==> config.mk <==
export PLATFORM = sky130hd
export DESIGN_NAME = sram_fifo_ctrl
export DESIGN_NICKNAME = d
export VERILOG_FILES = /design/src/rtl/sram_fifo_pkg.sv /design/src/rtl/fifo_skid2.sv /design/src/rtl/sram_fifo_ctrl.sv
export SDC_FILE = /design/constraint.sdc
export NUM_CORES = 1
export LEC_CHECK = 0
export CORE_ASPECT_RATIO = 0.7
export CORE_MARGIN = 8
export CORE_UTILIZATION = 48
export DETAILED_ROUTE_END_ITERATION = 8
export PLACE_DENSITY_LB_ADDON = 0.08
export REMOVE_ABC_BUFFERS = 1
export SLEW_MARGIN = 20
export SYNTH_ARGS = -nofsm -noshare
export SYNTH_HDL_FRONTEND = slang
export SYNTH_SLANG_ARGS = --single-unit
==> constraint.sdc <==
create_clock -name clk_in -period 8.8 [get_ports clk_in]
set_clock_uncertainty 0.15 [all_clocks]
set_input_delay 2.64 -clock clk_in [delete_from_list [all_inputs] [get_ports clk_in]]
set_output_delay 2.64 -clock clk_in [all_outputs]
set_load 0.01 [all_outputs]
==> src/rtl/sram_fifo_pkg.sv <==
// Shared types and defaults for the SRAM-backed FIFO controller.
package sram_fifo_pkg;

    localparam int DWIDTH_DEF = 32;
    localparam int AWIDTH_DEF = 5;

    typedef enum logic [1:0] {
        OB_EMPTY = 2'd0,
        OB_ONE   = 2'd1,
        OB_TWO   = 2'd2
    } ob_state_t;

endpackage

==> src/rtl/fifo_skid2.sv <==
// Two-entry registered output buffer fed by the SRAM read port.
module fifo_skid2
    import sram_fifo_pkg::*;
#(
    parameter int DWIDTH = DWIDTH_DEF
) (
    input  logic              i_clk,
    input  logic              i_rst,
    input  logic              i_cap,
    input  logic [DWIDTH-1:0] i_data,
    input  logic              i_pop,
    output logic              o_valid,
    output logic [DWIDTH-1:0] o_data,
    output logic [1:0]        o_count
);

    ob_state_t         r_state;
    ob_state_t         w_state_nxt;
    logic [DWIDTH-1:0] r_e0;
    logic [DWIDTH-1:0] r_e1;

    always_ff @(posedge i_clk) begin
        if (i_rst) begin
            r_state <= OB_EMPTY;
        end else begin
            r_state <= w_state_nxt;
        end
    end

    always_comb begin
        w_state_nxt = r_state;
        case (r_state)
            OB_EMPTY: if (i_cap) w_state_nxt = OB_ONE;
            OB_ONE: begin
                if (i_cap && !i_pop) w_state_nxt = OB_TWO;
                else if (i_pop && !i_cap) w_state_nxt = OB_EMPTY;
            end
            OB_TWO: if (i_pop && !i_cap) w_state_nxt = OB_ONE;
            default: w_state_nxt = OB_EMPTY;
        endcase
    end

    // e0 is always the head; e1 only holds the second-oldest word
    always_ff @(posedge i_clk) begin
        case (r_state)
            OB_EMPTY: if (i_cap) r_e0 <= i_data;
            OB_ONE: begin
                if (i_cap && i_pop) r_e0 <= i_data;
                else if (i_cap) r_e1 <= i_data;
            end
            OB_TWO: begin
                if (i_pop) begin
                    r_e0 <= r_e1;
                    if (i_cap) r_e1 <= i_data;
                end
            end
            default: ;
        endcase
    end

    assign o_valid = (r_state != OB_EMPTY);
    assign o_data  = r_e0;
    assign o_count = r_state;

endmodule

==> src/rtl/sram_fifo_ctrl.sv <==
// FIFO controller around an external 1-cycle-latency dual-port SRAM.
module sram_fifo_ctrl
    import sram_fifo_pkg::*;
#(
    parameter int DWIDTH = DWIDTH_DEF,
    parameter int AWIDTH = AWIDTH_DEF
) (
    input  logic              clk_in,
    input  logic              rst_in,
    input  logic              wr_valid_in,
    input  logic [DWIDTH-1:0] wr_data_in,
    output logic              wr_ready_out,
    output logic              rd_valid_out,
    output logic [DWIDTH-1:0] rd_data_out,
    input  logic              rd_ready_in,
    output logic [AWIDTH:0]   count_out,
    output logic              full_out,
    output logic              empty_out,
    output logic              sram_en_a_out,
    output logic              sram_we_a_out,
    output logic [AWIDTH-1:0] sram_addr_a_out,
    output logic [DWIDTH-1:0] sram_d_a_out,
    output logic              sram_en_b_out,
    output logic              sram_we_b_out,
    output logic [AWIDTH-1:0] sram_addr_b_out,
    input  logic [DWIDTH-1:0] sram_d_b_in
);

    localparam int DEPTH = 2 ** AWIDTH;
    localparam logic [AWIDTH:0] L_DEPTH = (AWIDTH + 1)'(DEPTH);

    logic [AWIDTH-1:0] r_wptr;
    logic [AWIDTH-1:0] r_rptr;
    logic [AWIDTH:0]   r_mem_cnt;
    logic [AWIDTH:0]   r_count;
    logic              r_inflight;

    logic              w_push;
    logic              w_pop;
    logic              w_issue;
    logic [1:0]        w_ob_cnt;
    logic [2:0]        w_need;
    logic [2:0]        w_room;

    assign full_out     = (r_count == L_DEPTH);
    assign empty_out    = (r_count == '0);
    assign count_out    = r_count;
    assign wr_ready_out = !full_out && !rst_in;

    assign w_push = wr_valid_in && wr_ready_out;
    assign w_pop  = rd_valid_out && rd_ready_in;

    // never let buffered + in-flight words exceed the two buffer slots
    assign w_need  = {1'b0, w_ob_cnt} + {2'b00, r_inflight} + 3'd1;
    assign w_room  = 3'd2 + {2'b00, w_pop};
    assign w_issue = !rst_in && (r_mem_cnt != '0) && (w_need <= w_room);

    assign sram_en_a_out   = w_push;
    assign sram_we_a_out   = w_push;
    assign sram_addr_a_out = r_wptr;
    assign sram_d_a_out    = wr_data_in;
    assign sram_en_b_out   = w_issue;
    assign sram_we_b_out   = 1'b0;
    assign sram_addr_b_out = r_rptr;

    always_ff @(posedge clk_in) begin
        if (rst_in) begin
            r_wptr     <= '0;
            r_rptr     <= '0;
            r_mem_cnt  <= '0;
            r_count    <= '0;
            r_inflight <= 1'b0;
        end else begin
            r_inflight <= w_issue;
            if (w_push) r_wptr <= r_wptr + AWIDTH'(1);
            if (w_issue) r_rptr <= r_rptr + AWIDTH'(1);
            case ({w_push, w_issue})
                2'b10:   r_mem_cnt <= r_mem_cnt + 1'b1;
                2'b01:   r_mem_cnt <= r_mem_cnt - 1'b1;
                default: r_mem_cnt <= r_mem_cnt;
            endcase
            case ({w_push, w_pop})
                2'b10:   r_count <= r_count + 1'b1;
                2'b01:   r_count <= r_count - 1'b1;
                default: r_count <= r_count;
            endcase
        end
    end

    fifo_skid2 #(
        .DWIDTH (DWIDTH)
    ) u_skid (
        .i_clk   (clk_in),
        .i_rst   (rst_in),
        .i_cap   (r_inflight),
        .i_data  (sram_d_b_in),
        .i_pop   (w_pop),
        .o_valid (rd_valid_out),
        .o_data  (rd_data_out),
        .o_count (w_ob_cnt)
    );

endmodule

==> flow_summary.ini, run 1 <==
[outcome]
outcome = completed

[final_layout]
diodes = 0
fin_cells = 505
final_layout_size_suffix_gt1_share_pct = 15.1
fin_util_pct = 61.9
final_nets = 469
fin_area_um2 = 5230
syn_to_final_growth_pct = 25.3

[synthesis]
seq_area_frac_synth_pct = 58.0
synth_seq_cells = 89
syn_avg_cell_area_um2 = 13.0
yosysWarnings = 0
synth-xor-area-share_pct = 3.36
synth.area.mux_share_pct = 10.3
ys_types = 45
synthAdderAreaFrac_pct = 6.65
syn_inst = 322
synth-simple-area-share_pct = 8.12
synth_top_family_by_area = multiplexers
synth_compound_area_share_pct = 5.39
synth_area_um2 = 4180

[clock_network]
cts_sinks = 89
clk_latency_ps = 330
cts_tree = done
path_clk_slew_ps = 60
cts_max_path_buffers = 2
postCtsHoldBufs = 0
h-tree-depth = 3
cts_buffers = 9
root_buffer = clkbuf_16
cts_setup_buffers = 0
postCtsResizedCells = 0

[placed_design]
port-buffer-count = 90
post_dp_cell_area_um2 = 4950
gp_congestion = 0.765
dp_hpwl_um = 6620
place_inst = 489

[power_and_ir_drop]
comb_power_share_pct = 38.2
p_leak_nw = 1.93
p_sw_share_pct = 31.8
p_switching_mw = 0.514
peakVddDrop_uv = 168
power_density_nw_per_um2 = 309
intPower_mw = 1.10
clkPwrFrac_pct = 21.9
sequentialPowerShare_pct = 39.8
finalPower_mw = 1.62

[drt]
dr.pass1.iters = 4
route.antenna.remaining_nets = 0
wl_per_cell_um = 18.3
vias = 2576
routed_via_density = 5.10
drc = 0
dr.first_iter.drc_count = 135
detail_route.wirelength_um = 9270

[critical_path]
ff2ff_setup_slack_ps = 4720
critPathSlowestCell = clkdlybuf4s50_1
timing.rr.start = u_skid.o_count[1]$_SDFFE_PP0P_
path_delay_family = buffers and inverters
worst_setup_path_start_kind = input pin
timing.rr.end = r_mem_cnt[5]$_SDFFE_PP0P_
cp_num_buf_inv = 2
crit_chain = clkdlybuf4s50_1 > nor2b_1 > ha_1 > nor2_1 > a211oi_1 > and2_1 > clkdlybuf4s50_1
slowest_delay_ps = 580
cp_num_cells = 7
cp_common_cell = clkdlybuf4s50_1
arrival_ps = 5110
crit_type = input pin to primary output
crit_path_end_kind = primary output
r2r_cells = 14
cp.required_ps = 6010
worstPathMaxFanout = 5

[job]
drv_cap = 0

[global_routing]
grt_max_degree = 38
gr-total-overflow = 0
grt_pass1_vias = 2601
antenna_found_initial = 0
grt_pass1_wl_um = 14600
grt_use_total_pct = 15.9

[floorplanning]
core_area_um2 = 8440
die_w_um = 127
start_util_pct = 49.5
ioPinCount = 156
rows = 28
die_h_um = 94.0
die-area_um2 = 12000

[timing]
slew_headroom_pct = 36.2
setup_tns_ps = 0
hold_viol = 0
finalCriticalPeriod_ps = 7900
finalMaxSlewViolations = 0
max_freq_mhz = 127
finalSetupViolCount = 0
tightest_slew_ps = 955
post-route-period-util_pct = 89.8
rsz0062_at_grt = no

[worst_hold_path]
hold_path_end = sram_addr_b_out[4]$_SDFFE_PP0P_
hold_path_startpoint = sram_addr_b_out[4]$_SDFFE_PP0P_
whs_path_depth = 2
hold_class = register to register
## worst min-delay path: cells and delay by family, from the launching register on
| family | cells | cell delay (ps) |
|---|---|---|
| DFF | 1 | 340 |
| xor gates and xnor gates | 1 | 70 |
| and+or+nand+nor | 1 | 70 |
## synthesized netlist by cell type
master	instances	share of area, %
a21o_2	1	0.21
or3_2	1	0.18
buf_2	1	0.12
xor2_1	11	2.3
fa_1	2	0.96
nor4_1	1	0.15
a21o_1	5	0.90
edfxtp_1	64	46
dfxtp_1	25	12
nor2_1	31	2.8
or4_4	1	0.27
inv_1	11	0.99
nor3_1	3	0.36
or2_2	2	0.30
ha_1	19	5.7
mux2_2	33	8.9
and2_1	4	0.60
clkbuf_1	6	0.54
a211oi_1	2	0.36
nand3b_1	1	0.18
nor4bb_1	1	0.24
o21ai_0	4	0.48
nand2b_4	1	0.33
a2111oi_0	1	0.21
o21ai_1	1	0.12
nor2b_1	2	0.30
a31oi_1	1	0.15
buf_4	34	6.1
buf_1	3	0.27
o311a_1	1	0.24
conb_1	1	0.090
nand2b_1	3	0.45
o31ai_1	1	0.18
nand4_1	2	0.30
nor3_2	1	0.24
nand3_1	4	0.48
a21oi_1	14	1.7
nand2_1	3	0.27
nand3_2	1	0.24
o311ai_0	1	0.21
o22ai_1	3	0.45
o22a_1	1	0.21
xnor2_1	5	1.0
and3_1	3	0.45
mux2i_1	6	1.4
## worst max-delay path by stage
stage | from | to
after detailed placement | rd_ready_in | sram_en_b_out
after CTS | rd_ready_in | sram_en_b_out
after global routing | rd_ready_in | sram_en_b_out
after global placement | rd_ready_in | sram_en_b_out
after floorplan | rd_ready_in | sram_en_b_out
final | rd_ready_in | sram_en_b_out
## logic make-up (layout without fill, tap and decap cells)
group | count (synthesis) | after routing
flip-flops | 89 | 89
AND/OR/NAND/NOR | 65 | 65
buffers and inverters | 55 | 118
multiplexers | 39 | 39
AO/OA/AOI/OAI | 36 | 36
adder cells (fa/ha/maj) | 21 | 21
XOR/XNOR | 16 | 16
other | 1 | 1
## final cells by class
type                       instances  area, um^2
tap                              120         150
multi-input combinational        178        1430
inverter                          11        41.3
fill                             692        3210
clock inverter                     3        17.5
sequential                        89        2420
timing repair buffer              91         908
clock buffer                      13         262
## sequential cells by signal, summed over array words and instances (netlist names)
name,flops
u_skid.o_data,32
count_out,6
sram_addr_b_out,5
sram_addr_a_out,5
r_mem_cnt,6
u_skid.r_e1,32
r_inflight,1
u_skid.o_count,2
## metrics by stage
step	worst slack (ps)	hold slack (ps)
after global routing	698	398
after CTS	891	378
final	901	363
after floorplan	2230	327
after global placement	1020	346
after detailed placement	902	364
## cell usage in the layout (no fill, tap or decap), types with 6 or more instances in the layout
master	n
a21oi_1	14
edfxtp_1	64
inv_1	11
mux2i_1	6
clkdlybuf4s50_1	90
clkbuf_16	10
nor2_1	30
xor2_1	11
ha_1	18
mux2_2	33
dfxtp_1	25
## layer usage
metal | share of wire (%) | wire length (um) | GRT usage [%]
met5 | 0 | 0 | 2.94
met4 | 1.1 | 104 | 5.92
met3 | 12 | 1150 | 9.47
met2 | 40 | 3740 | 20.9
met1 | 46 | 4280 | 20.7
## power by group through the flow
| stage | sequential [mW] | combinational (mW) | clock (mW) |
|---|---|---|---|
| global route | 0.657 | 0.685 | 0.381 |
| global placement | 0.649 | 0.619 | 0 |
| CTS | 0.646 | 0.628 | 0.367 |
| finish | 0.644 | 0.618 | 0.355 |
| floorplan | 0.683 | 0.316 | 0 |
| detailed placement | 0.653 | 0.624 | 0 |
Power figures use the tool's default switching activity.
==> inputs of run 2 (changes only) <==
CORE_UTILIZATION = 35   (was 48)
==> run 2 against run 1 <==
  * First-iteration DRC count down 2.2%
  * Worst hold slack worse by 0.63 ps
  * Non-clock buffer count unchanged
  * Worst setup slack worse by 63 ps
  * Via count down 0.58%
  * Global-route usage down 3.8 points
  * Count of clock-buffer cells in the layout down 4
  * Fmax down 0.80%
  * Sequential share of layout area down 0.60 points
  * Largest cell class unchanged
==> flow_summary.ini, run 2 (synthesis results as in run 1) <==
[outcome]
outcome = completed

[final_layout]
fin_util_pct = 45.3
syn_to_final_growth_pct = 26.9
fin_area_um2 = 5300
final_common_cell = clkdlybuf4s50_1
final_nets = 469
final_layout_size_suffix_gt1_share_pct = 15.6
diodes = 0
most-common-layout-cells = clkdlybuf4s50_1 (90), edfxtp_1 (64), mux2_2 (33)
fin_cells = 542

[power_and_ir_drop]
clkPwrFrac_pct = 23.5
finalPower_mw = 1.65
comb_power_share_pct = 37.5
power_density_nw_per_um2 = 311
p_sw_share_pct = 32.3
sequentialPowerShare_pct = 39.0
intPower_mw = 1.12
p_switching_mw = 0.533
p_leak_nw = 1.94
peakVddDrop_uv = 122

[timing]
max_freq_mhz = 126
finalSetupViolCount = 0
hold_viol = 0
finalMaxSlewViolations = 0
finalCriticalPeriod_ps = 7960
post-route-period-util_pct = 90.5
rsz0062_at_grt = no
tightest_slew_ps = 970
slew_headroom_pct = 35.2
hold-worst-slack_ps = 362
timing.final.ws_setup_ps = 837
setup_tns_ps = 0

[drt]
routed_via_density = 4.73
drc = 0
dr.first_iter.drc_count = 132
detail_route.wirelength_um = 9670
wl_per_cell_um = 17.8
dr.pass1.iters = 4
vias = 2561
route.antenna.remaining_nets = 0

[clock_network]
cts_buffers = 9
h-tree-depth = 3
path_clk_slew_ps = 60
postCtsHoldBufs = 0
root_buffer = clkbuf_16
cts_max_path_buffers = 2
cts_sinks = 89
postCtsResizedCells = 0
cts_tree = done
cts_setup_buffers = 0
clk_latency_ps = 330

[floorplanning]
die-area_um2 = 15700
rows = 33
die_w_um = 147
die_h_um = 107
core_area_um2 = 11700
ioPinCount = 156
start_util_pct = 35.7

[critical_path]
r2r_cells = 14
crit_type = input pin to primary output
arrival_ps = 5170
crit_path_end_kind = primary output
worstPathMaxFanout = 5
cp.required_ps = 6010
worst_setup_path_start_kind = input pin

[worst_hold_path]
whs_path_depth = 2
hold_class = register to register

[placed_design]
gp_congestion = 0.755
post_dp_cell_area_um2 = 5000
dp_hpwl_um = 6850
preCtsSetupSlack_ps = 861
port-buffer-count = 90
place_inst = 526

[global_routing]
grt_pass1_wl_um = 15000
grt_pass1_vias = 2610
grt_use_total_pct = 12.1
grt_max_degree = 38
gr-total-overflow = 0
antenna_found_initial = 0

[job]
drv_cap = 0
-- run 2: changes by cell type in the layout (fill, tap and decap cells not counted) --
cell	previous run	this run
clkbuf_1	3	0
bufinv_16	0	1
clkinv_1	0	1
inv_6	0	2
clkbuf_16	10	9
clkinv_2	2	0
clkinv_4	0	2
-- run 2: power by group through the flow --
| stage | combinational (mW) | clock (mW) | sequential [mW] |
|---|---|---|---|
| 4_1_cts | 0.631 | 0.400 | 0.647 |
| 3_3_place_gp | 0.628 | 0 | 0.654 |
| 3_5_place_dp | 0.628 | 0 | 0.654 |
| 6_report | 0.619 | 0.387 | 0.644 |
| 5_1_grt | 0.685 | 0.416 | 0.658 |
| 2_1_floorplan | 0.316 | 0 | 0.683 |
-- run 2: layout make-up --
type | instances | area [um^2]
fill | 1084 | 6390
sequential | 89 | 2420
multi-input combinational | 178 | 1430
timing repair buffer | 91 | 908
clock buffer | 9 | 225
tap | 157 | 196
clock inverter | 7 | 76.3
inverter | 11 | 41.3
-- run 2: per-layer routing --
metal | up-vias | global-route usage, % | share of wire [%]
li1 | 1245 | - | -
met1 | 1218 | 15.7 | 47
met2 | 93 | 16.4 | 41
met3 | 5 | 7.48 | 11
met4 | 0 | 3.08 | 0.65
met5 | - | 1.56 | 0
-- run 2: worst max-delay path, cell delays in order --
cell and delay, ps:
clkdlybuf4s50_1 560, nor2b_1 340, ha_1 200, nor2_1 40, a211oi_1 470, and2_1 330
clkdlybuf4s50_1 590
-- run 2: worst paths after layout --
check | start | endpoint | slack (ps)
worst min register to register | sram_addr_a_out[4]$_SDFFE_PP0P_ | sram_addr_a_out[4]$_SDFFE_PP0P_ | 360
worst min-delay path | sram_addr_a_out[4]$_SDFFE_PP0P_ | sram_addr_a_out[4]$_SDFFE_PP0P_ | 360
worst max register to register | u_skid.o_count[0]$_SDFFE_PP0P_ | r_mem_cnt[5]$_SDFFE_PP0P_ | 4570
worst max-delay path | rd_ready_in | sram_en_b_out | 840
==> inputs of run 3 (changes only) <==
CORE_MARGIN = unset   (was 8)
==> run 3 against run 2 <==
  * Cell count is 0.92% lower
  * Largest cell class unchanged
  * Via count grew 0.66%
  * First-iteration DRC count rose by 18%
  * Fmax grew 0.42%
  * Sequential power hardly changed
  * Non-clock buffer count did not move
  * Critical path type unchanged
==> flow_summary.ini, run 3 (synthesis results as in run 1) <==
[clock_network]
cts_sinks = 89
cts_max_path_buffers = 2
postCtsHoldBufs = 0
path_clk_slew_ps = 60
h-tree-depth = 3
cts_setup_buffers = 0
cts_tree = done
clk_latency_ps = 330
postCtsResizedCells = 0
root_buffer = clkbuf_16
cts_buffers = 9

[critical_path]
cp.required_ps = 6010
arrival_ps = 5140
worst_setup_path_start_kind = input pin
crit_type = input pin to primary output
worstPathMaxFanout = 5
cp_common_cell = clkdlybuf4s50_1
crit_chain = clkdlybuf4s50_1 > nor2b_1 > ha_1 > nor2_1 > a211oi_1 > and2_1 > clkdlybuf4s50_1
crit_path_end_kind = primary output
slowest_delay_ps = 580
critPathSlowestCell = clkdlybuf4s50_1

[worst_hold_path]
hold_class = register to register

[drt]
dr.pass1.iters = 4
vias = 2578
top_layer = met5
routed_via_density = 4.80
drc = 0
wl_met3_um = 900
route.antenna.remaining_nets = 0
detail_route.wirelength_um = 9150
route.layer.met1.wl_um = 4520
wl_per_cell_um = 17.0
met2WireLength_um = 3580
dr.first_iter.drc_count = 156

[outcome]
outcome = completed

[timing]
slew_headroom_pct = 33.8
post-route-period-util_pct = 90.1
hold_viol = 0
max_freq_mhz = 126
setup_tns_ps = 0
finalMaxSlewViolations = 0
rsz0062_at_grt = no
finalSetupViolCount = 0
finalCriticalPeriod_ps = 7930
tightest_slew_ps = 990

[final_layout]
final_layout_size_suffix_gt1_share_pct = 15.4
most-common-layout-cells = clkdlybuf4s50_1 (90), edfxtp_1 (64), mux2_2 (33)
diodes = 0
syn_to_final_growth_pct = 26.0
final_common_cell = clkdlybuf4s50_1
fillers = 1058
final_nets = 469
fin_cells = 537

[global_routing]
grt_use_total_pct = 15.4
grt_max_degree = 38
gr-total-overflow = 0
grt_pass1_wl_um = 14200
antenna_found_initial = 0
grt_pass1_vias = 2445

[floorplanning]
core_area_um2 = 11300
ioPinCount = 156
start_util_pct = 37.0
die_w_um = 133
die-area_um2 = 12400
die_h_um = 93.4
rows = 32

[power_and_ir_drop]
peakVddDrop_uv = 114
p_leak_nw = 1.92
power_density_nw_per_um2 = 307

[placed_design]
port-buffer-count = 90
place_inst = 522
gp_congestion = 0.753
dp_hpwl_um = 6250

[job]
drv_cap = 0
## run 3: cell types whose count changed in the layout (fill, tap and decap cells not counted)
cell / previous run / this run
bufinv_16: 1 / 0
clkinv_4: 2 / 1
clkinvlp_4: 1 / 3
inv_6: 2 / 1
## run 3: area by class of cell
class	instances	area (um^2)	area share [%]
clock buffer	9	225	4.28
inverter	11	41.3	0.785
multi-input combinational	178	1430	27.2
clock inverter	6	43.8	0.832
sequential	89	2420	46.0
timing repair buffer	91	908	17.3
tap	153	191	3.64
## run 3: per-layer routing
layer | GRT usage [%] | vias to the layer above
li1 | - | 1240
met1 | 21.7 | 1214
met2 | 19.0 | 110
met3 | 8.89 | 10
met4 | 3.64 | 4
met5 | 5.13 | -
## run 3: worst paths after layout
check | start | endpoint | slack (ps) | cells past startpoint
setup / recovery | rd_ready_in | sram_en_b_out | 870 | 7
hold / removal | r_mem_cnt[4]$_SDFFE_PP0P_ | r_mem_cnt[4]$_SDFFE_PP0P_ | 360 | 2
setup reg to reg | u_skid.o_count[0]$_SDFFE_PP0P_ | r_mem_cnt[5]$_SDFFE_PP0P_ | 4610 | 14
hold reg to reg | r_mem_cnt[4]$_SDFFE_PP0P_ | r_mem_cnt[4]$_SDFFE_PP0P_ | 360 | 2
## run 3: worst max-delay path, delay by kind of cell
kind	cells	cell delay (ps)
buffers and inverters	2	1120
AND/OR/NAND/NOR	3	700
AO/OA/AOI/OAI	1	460
adder cells (fa/ha/maj)	1	210
## run 3: power breakdown
| group | total [mW] | switching, mW | leakage [nW] | internal [mW] |
|---|---|---|---|---|
| Combinational | 0.625 | 0.321 | 1.00 | 0.305 |
| Clock | 0.347 | 0.157 | 0.122 | 0.190 |
| Sequential | 0.641 | 0.0505 | 0.792 | 0.591 |
## run 3: through the flow
step                      hold WS [ps]  power [mW]  util (%)  area (um^2)  setup slack (ps)
final                              363        1.61      46.6         5260               871
after global placement             350        1.27      44.2         4990               959
after detailed placement           352        1.28      44.2         4990               892
after floorplan                    327       0.999         -         3880              2230
after global routing               396        1.72      46.6         5260               708
after CTS                          362        1.64      46.6         5260               878
